[src/rtl/io_buffer.sv]
// Execute-stage I/O unit: byte FIFOs between the core and the UART, with
// a 4-byte cin_int pop, a single-byte out push and a combinational stall.
module io_buffer #(
    parameter int DEPTH_LOG2 = 4
) (
    input  logic        clk,
    input  logic        rst,
    input  logic        in_issued_e,
    input  logic        out_issued_e,
    input  logic [31:0] out_data_e,
    output logic [31:0] in_data_e,
    output logic        io_stall,
    input  logic        rx_valid,
    input  logic [7:0]  rx_data,
    output logic        rx_overrun,
    output logic        tx_valid,
    output logic [7:0]  tx_data,
    input  logic        tx_ready
);
    localparam int DEPTH = 1 << DEPTH_LOG2;
    localparam logic [DEPTH_LOG2:0]   FULL = (DEPTH_LOG2+1)'(DEPTH);
    localparam logic [DEPTH_LOG2:0]   WORD = (DEPTH_LOG2+1)'(4);
    localparam logic [DEPTH_LOG2:0]   ONE  = (DEPTH_LOG2+1)'(1);
    localparam logic [DEPTH_LOG2-1:0] P1   = DEPTH_LOG2'(1);
    localparam logic [DEPTH_LOG2-1:0] P2   = DEPTH_LOG2'(2);
    localparam logic [DEPTH_LOG2-1:0] P3   = DEPTH_LOG2'(3);

    logic [7:0]            r_rx_mem [DEPTH];
    logic [7:0]            r_tx_mem [DEPTH];
    logic [DEPTH_LOG2-1:0] r_rx_rp, r_rx_wp, r_tx_rp, r_tx_wp;
    logic [DEPTH_LOG2:0]   r_rx_cnt, r_tx_cnt;
    logic [DEPTH_LOG2:0]   w_rx_cnt_nxt, w_tx_cnt_nxt;
    logic                  r_rx_overrun;
    logic                  w_rx_pop, w_rx_push, w_tx_push, w_tx_pop, w_tx_full;
    logic                  w_unused;

    assign w_unused = &{1'b0, out_data_e[31:8]};

    // cin_int needs a whole word; a pop frees room for a simultaneous rx byte
    assign w_rx_pop  = in_issued_e && (r_rx_cnt >= WORD);
    assign w_rx_push = rx_valid && ((r_rx_cnt < FULL) || w_rx_pop);
    assign w_tx_full = (r_tx_cnt == FULL);
    assign w_tx_push = out_issued_e && !w_tx_full;
    assign w_tx_pop  = tx_valid && tx_ready;

    assign io_stall  = (in_issued_e && (r_rx_cnt < WORD)) ||
                       (out_issued_e && w_tx_full);
    assign in_data_e = (w_rx_pop && !rst) ?
                       {r_rx_mem[r_rx_rp + P3], r_rx_mem[r_rx_rp + P2],
                        r_rx_mem[r_rx_rp + P1], r_rx_mem[r_rx_rp]} : 32'h0;

    assign tx_valid   = (r_tx_cnt != '0);
    assign tx_data    = tx_valid ? r_tx_mem[r_tx_rp] : 8'h0;
    assign rx_overrun = r_rx_overrun;

    always_comb begin
        w_rx_cnt_nxt = r_rx_cnt;
        if (w_rx_push) w_rx_cnt_nxt = w_rx_cnt_nxt + ONE;
        if (w_rx_pop)  w_rx_cnt_nxt = w_rx_cnt_nxt - WORD;
        w_tx_cnt_nxt = r_tx_cnt;
        if (w_tx_push) w_tx_cnt_nxt = w_tx_cnt_nxt + ONE;
        if (w_tx_pop)  w_tx_cnt_nxt = w_tx_cnt_nxt - ONE;
    end

    always_ff @(posedge clk) begin
        if (!rst && w_rx_push) r_rx_mem[r_rx_wp] <= rx_data;
        if (!rst && w_tx_push) r_tx_mem[r_tx_wp] <= out_data_e[7:0];
    end

    always_ff @(posedge clk) begin
        if (rst) begin
            r_rx_rp      <= '0;
            r_rx_wp      <= '0;
            r_rx_cnt     <= '0;
            r_tx_rp      <= '0;
            r_tx_wp      <= '0;
            r_tx_cnt     <= '0;
            r_rx_overrun <= 1'b0;
        end else begin
            if (w_rx_push)            r_rx_wp      <= r_rx_wp + P1;
            if (w_rx_pop)             r_rx_rp      <= r_rx_rp + DEPTH_LOG2'(4);
            if (rx_valid && !w_rx_push) r_rx_overrun <= 1'b1;
            if (w_tx_push)            r_tx_wp      <= r_tx_wp + P1;
            if (w_tx_pop)             r_tx_rp      <= r_tx_rp + P1;
            r_rx_cnt <= w_rx_cnt_nxt;
            r_tx_cnt <= w_tx_cnt_nxt;
        end
    end
endmodule

[config.mk]
export PLATFORM = sky130hd
export DESIGN_NAME = io_buffer
export DESIGN_NICKNAME = d
export VERILOG_FILES = /design/src/rtl/io_buffer.sv
export SDC_FILE = /design/constraint.sdc
export NUM_CORES = 1
export LEC_CHECK = 0
export CAP_MARGIN = 30
export CORE_MARGIN = 3
export CORE_UTILIZATION = 60
export CTS_CLUSTER_DIAMETER = 60
export CTS_CLUSTER_SIZE = 40
export DETAILED_ROUTE_END_ITERATION = 8
export PLACE_DENSITY = 0.82
export REMOVE_ABC_BUFFERS = 1
export SYNTH_ARGS = -nofsm -noshare
export SYNTH_HDL_FRONTEND = slang
export SYNTH_SLANG_ARGS = --single-unit
export TNS_END_PERCENT = 10
[constraint.sdc]
create_clock -name clk -period 3.5 [get_ports clk]
set_input_delay 0.7 -clock clk [delete_from_list [all_inputs] [get_ports clk]]
set_output_delay 0.7 -clock clk [all_outputs]
set_load 0.02 [all_outputs]
==> impl_metrics.csv <==
group,metric,value,unit
setup_path,rrSetupSlack,1.05,ns
yosys,synth_mux_area_share,14.3,%
clock_tree,cts_buffers,17,
placement,gp_congestion,0.791,
clock_tree,hold_buffers,0,
detailed_routing,firstDrtPassIters,6,
floorplanning,coreArea,18400,sq um
clock_tree,clock_path_buffers,3,
timing,rsz0062_at_grt,"no",
detailed_routing,drt-total-wl,21.5,mm
detailed_routing,drtIter0Drc,526,
setup_path,cp_slowest_stage_delay,0.56,ns
outcome,status,"completed",
detailed_routing,via_count,5783,
placement,post-place-cells,921,
timing,totalNegativeSetupSlack,0,ns
hold_path,hold_start,"rx_overrun",
yosys,synth_xor_xnor_area_share,1.92,%
placement,dp_hpwl,13.5,mm
timing,fin_crit,3.40,ns
floorplanning,die_w,144,um
floorplanning,initial_utilization,62.4,%
layout,areaGrowthSynthToFinish,15.0,%
detailed_routing,wl_per_cell,22.7,um
clock_tree,htree_levels,1,
yosys,synth_top_family_by_area,"multiplexers",
setup_path,r2r_start,"r_tx_cnt[0]",
setup_path,worstPathMaxFanout,8,
timing,maxSlewHeadroom,48.3,%
layout,final_layout_size_suffix_gt1_share,20.4,%
clock_tree,post_cts_resized,1,
floorplanning,die-area,20800,sq um
layout,finalInstanceArea,13200,sq um
timing,tightest_slew,0.774,ns
hold_path,holdPathStages,2,
grt,grtUsageTotal,21.5,%
yosys,yosys_warnings,0,
setup_path,r2r-end,"r_tx_cnt[4]",
grt,antenna_found_initial,0,
timing,finalHoldViolCount,0,
yosys,synth-edff-count,256,
setup_path,path_buf_inv,2,
detailed_routing,antenna_left,0,
layout,diodes,0,
pwr,ir_drop,0.000622,V
yosys,syn_inst,619,
setup_path,crit_type,"flop to primary output",
floorplanning,row_count,49,
setup_path,crit_family,"simple AND/OR/NAND/NOR gates",
placement,port_buffers,64,
yosys,synthSimpleGateAreaFrac,6.83,%
grt,grt_pass1_wl,33.9,mm
yosys,syn_avg_cell_area,18.5,sq um
yosys,yosysSeqAreaShare,72.4,%
setup_path,startpoint_type,"flop",
clock_tree,path_clk_slew,0.08,ns
placement,placed_area,12600,sq um
yosys,yosysTopAreaCell,"edfxtp_1",
clock_tree,clock-sinks,287,
yosys,yosysUniqueCellTypes,47,
timing,fmax,294,MHz
floorplanning,ios,89,
detailed_routing,routed_via_density,6.09,
hold_path,worstHoldPathType,"flop to flop",
yosys,ys_async_sr_fraction,0,%
detailed_routing,drc,0,
layout,layout.cells.non_filler,950,
yosys,netlist_top_cells_area,"edfxtp_1 67%, mux4_2 13%, dfxtp_1 5.4%, nor2b_1 1.9%, nor2_1 1.7%",
pwr,p_leak,4.29,nW
floorplanning,die_height,144,um
yosys,synth-adder-area-share,1.53,%
setup_path,slowest_stage,"clkdlybuf4s50_1",
timing,timing.final.crit_share,97.1,%
setup_path,path_cells,"inv_1 > ha_1 > or4b_1 > or2b_4 > o22ai_1 > clkdlybuf4s50_1",
hold_path,hold_end,"rx_overrun",
grt,grt_pass1_vias,6070,
setup_path,reg2regPathDepth,9,
setup_path,cp-end-kind,"primary output",
clock_tree,cts_tree,"built",
clock_tree,clock_tree.root_cell,"clkbuf_16",
yosys,syn_area,11500,sq um
layout,fin_nets,771,
yosys,synth.ff_latch_count,287,
timing,drv_slew,0,
grt,grt_max_degree,35,
yosys,synth_compound_area_share,1.51,%
grt,gr-total-overflow,0,
setup_path,required,2.80,ns
clock_tree,post-cts-setup-buffers,0,
clock_tree,clk_latency,0.49,ns
timing,setup_viol,0,
yosys,ys.flop_type,"edfxtp_1",
setup_path,cp.arrival,2.70,ns
pwr,powerDensity,610,nW/um^2
yosys,netlist.area_leader.share,66.9,%
flow_run,max-cap-violations,0,
timing,skew,0.0244,ns
[worst min-delay path, cell delays in order (launching register included)]
cell and delay (ns):
dfxtp_1 0.33, a21oi_1 0.04, nor2_1 0.07
[metal layers]
layer / track usage, % / part of all wire (%) / wire length (um) / vias to the layer above
met3: 2.71 / 6.6 / 1430 / 41
met2: 36.1 / 50 / 10800 / 220
met4: 5.40 / 2.3 / 496 / 0
li1: - / - / - / 2589
met5: 0 / 0 / 0 / -
met1: 30.7 / 41 / 8780 / 2933
[Yosys cell counts (2+ instances only)]
library cell and n:
nand2_1 20, inv_1 8, nor3_1 7, and2_1 3, clkbuf_1 15, nor2_1 51
xnor2_1 7, nand2b_1 5, mux4_2 64, a21oi_1 6, ha_1 14, mux2_4 2
buf_1 4, buf_2 11, nand3_1 10, nand3b_1 2, edfxtp_1 256, o22ai_1 8
nand4_1 4, xnor3_1 2, nor2b_1 34, a211oi_2 2, and3_1 2, dfxtp_1 31
xor2_1 13, mux2i_1 17
[how the worst max path moves through the flow]
stage	cells past startpoint	slack, ns	end	from
2_1_floorplan	3	0.39	tx_data[6]	flop
5_1_grt	6	0.004	tx_data[4]	r_tx_cnt[0]
6_report	6	0.10	tx_data[4]	r_tx_cnt[0]
3_3_place_gp	6	0.21	in_data_e[26]	in_issued_e
3_5_place_dp	6	0.14	in_data_e[19]	in_issued_e
4_1_cts	6	0.01	tx_data[7]	r_tx_cnt[0]
[cell families (layout without fill, tap and decap cells)]
family | count (synthesis) | in the layout
xor+xnor | 22 | 22
compound gates | 23 | 23
flops | 287 | 287
mux | 83 | 83
buf+inv | 41 | 143
fa+ha+maj | 14 | 14
simple gates | 149 | 149
[through the flow]
stage | total power, mW | hold slack, ns | setup slack (ns) | util (%)
after detailed placement | 5.93 | 0.463 | 0.140 | 68.5
after CTS | 8.12 | 0.480 | 0.0145 | 71.7
after global routing | 8.39 | 0.508 | 0.00388 | 71.8
after global placement | 5.86 | 0.462 | 0.215 | 68.5
final | 8.05 | 0.472 | 0.101 | 71.8
after floorplan | 5.24 | 0.442 | 0.388 | -
[report_power, final]
group	leakage (nW)	switching, mW	total, mW	internal (mW)
clock network	0.283	1.10	2.19	1.10
logic	1.45	0.974	1.91	0.931
registers	2.56	0.113	3.96	3.84
[registers in the layout (all words and copies together) (netlist names), named ones only]
name / flops
r_tx_mem: 128
rx_overrun: 1
r_rx_cnt: 5
r_tx_wp: 4
r_tx_cnt: 5
r_rx_wp: 4
r_rx_rp: 2
r_tx_rp: 4
r_rx_mem: 128
[area by class of cell]
cell class | instances | area, sq um
sequential | 287 | 8310
timing repair buffer | 105 | 988
clock buffer | 19 | 433
fill | 1052 | 5190
multi-input combinational | 291 | 3000
tap | 229 | 287
inverter | 9 | 33.8
clock inverter | 10 | 148
[layout by cell type, fill, tap and decap left out, types with 2 or more instances in the layout]
cell,instances
inv_1,8
and3_1,2
nand3b_1,2
clkbuf_1,2
clkbuf_16,17
xor2_1,13
nor3_1,7
mux2i_1,17
nand4_1,4
dlymetal6s2s_1,6
a21oi_1,6
xnor3_1,2
buf_12,2
bufinv_16,2
xnor2_1,7
mux4_2,64
clkinv_4,2
buf_4,39
nor2_1,51
inv_6,3
inv_12,2
nor2b_1,34
mux2_4,2
dfxtp_2,2
edfxtp_1,256
and2_1,3
dfxtp_1,29
clkdlybuf4s50_1,58
o22ai_1,8
nand2_1,19
nand2b_1,5
nand3_1,10
ha_1,14
a211oi_2,2
Power figures use the tool's default switching activity.
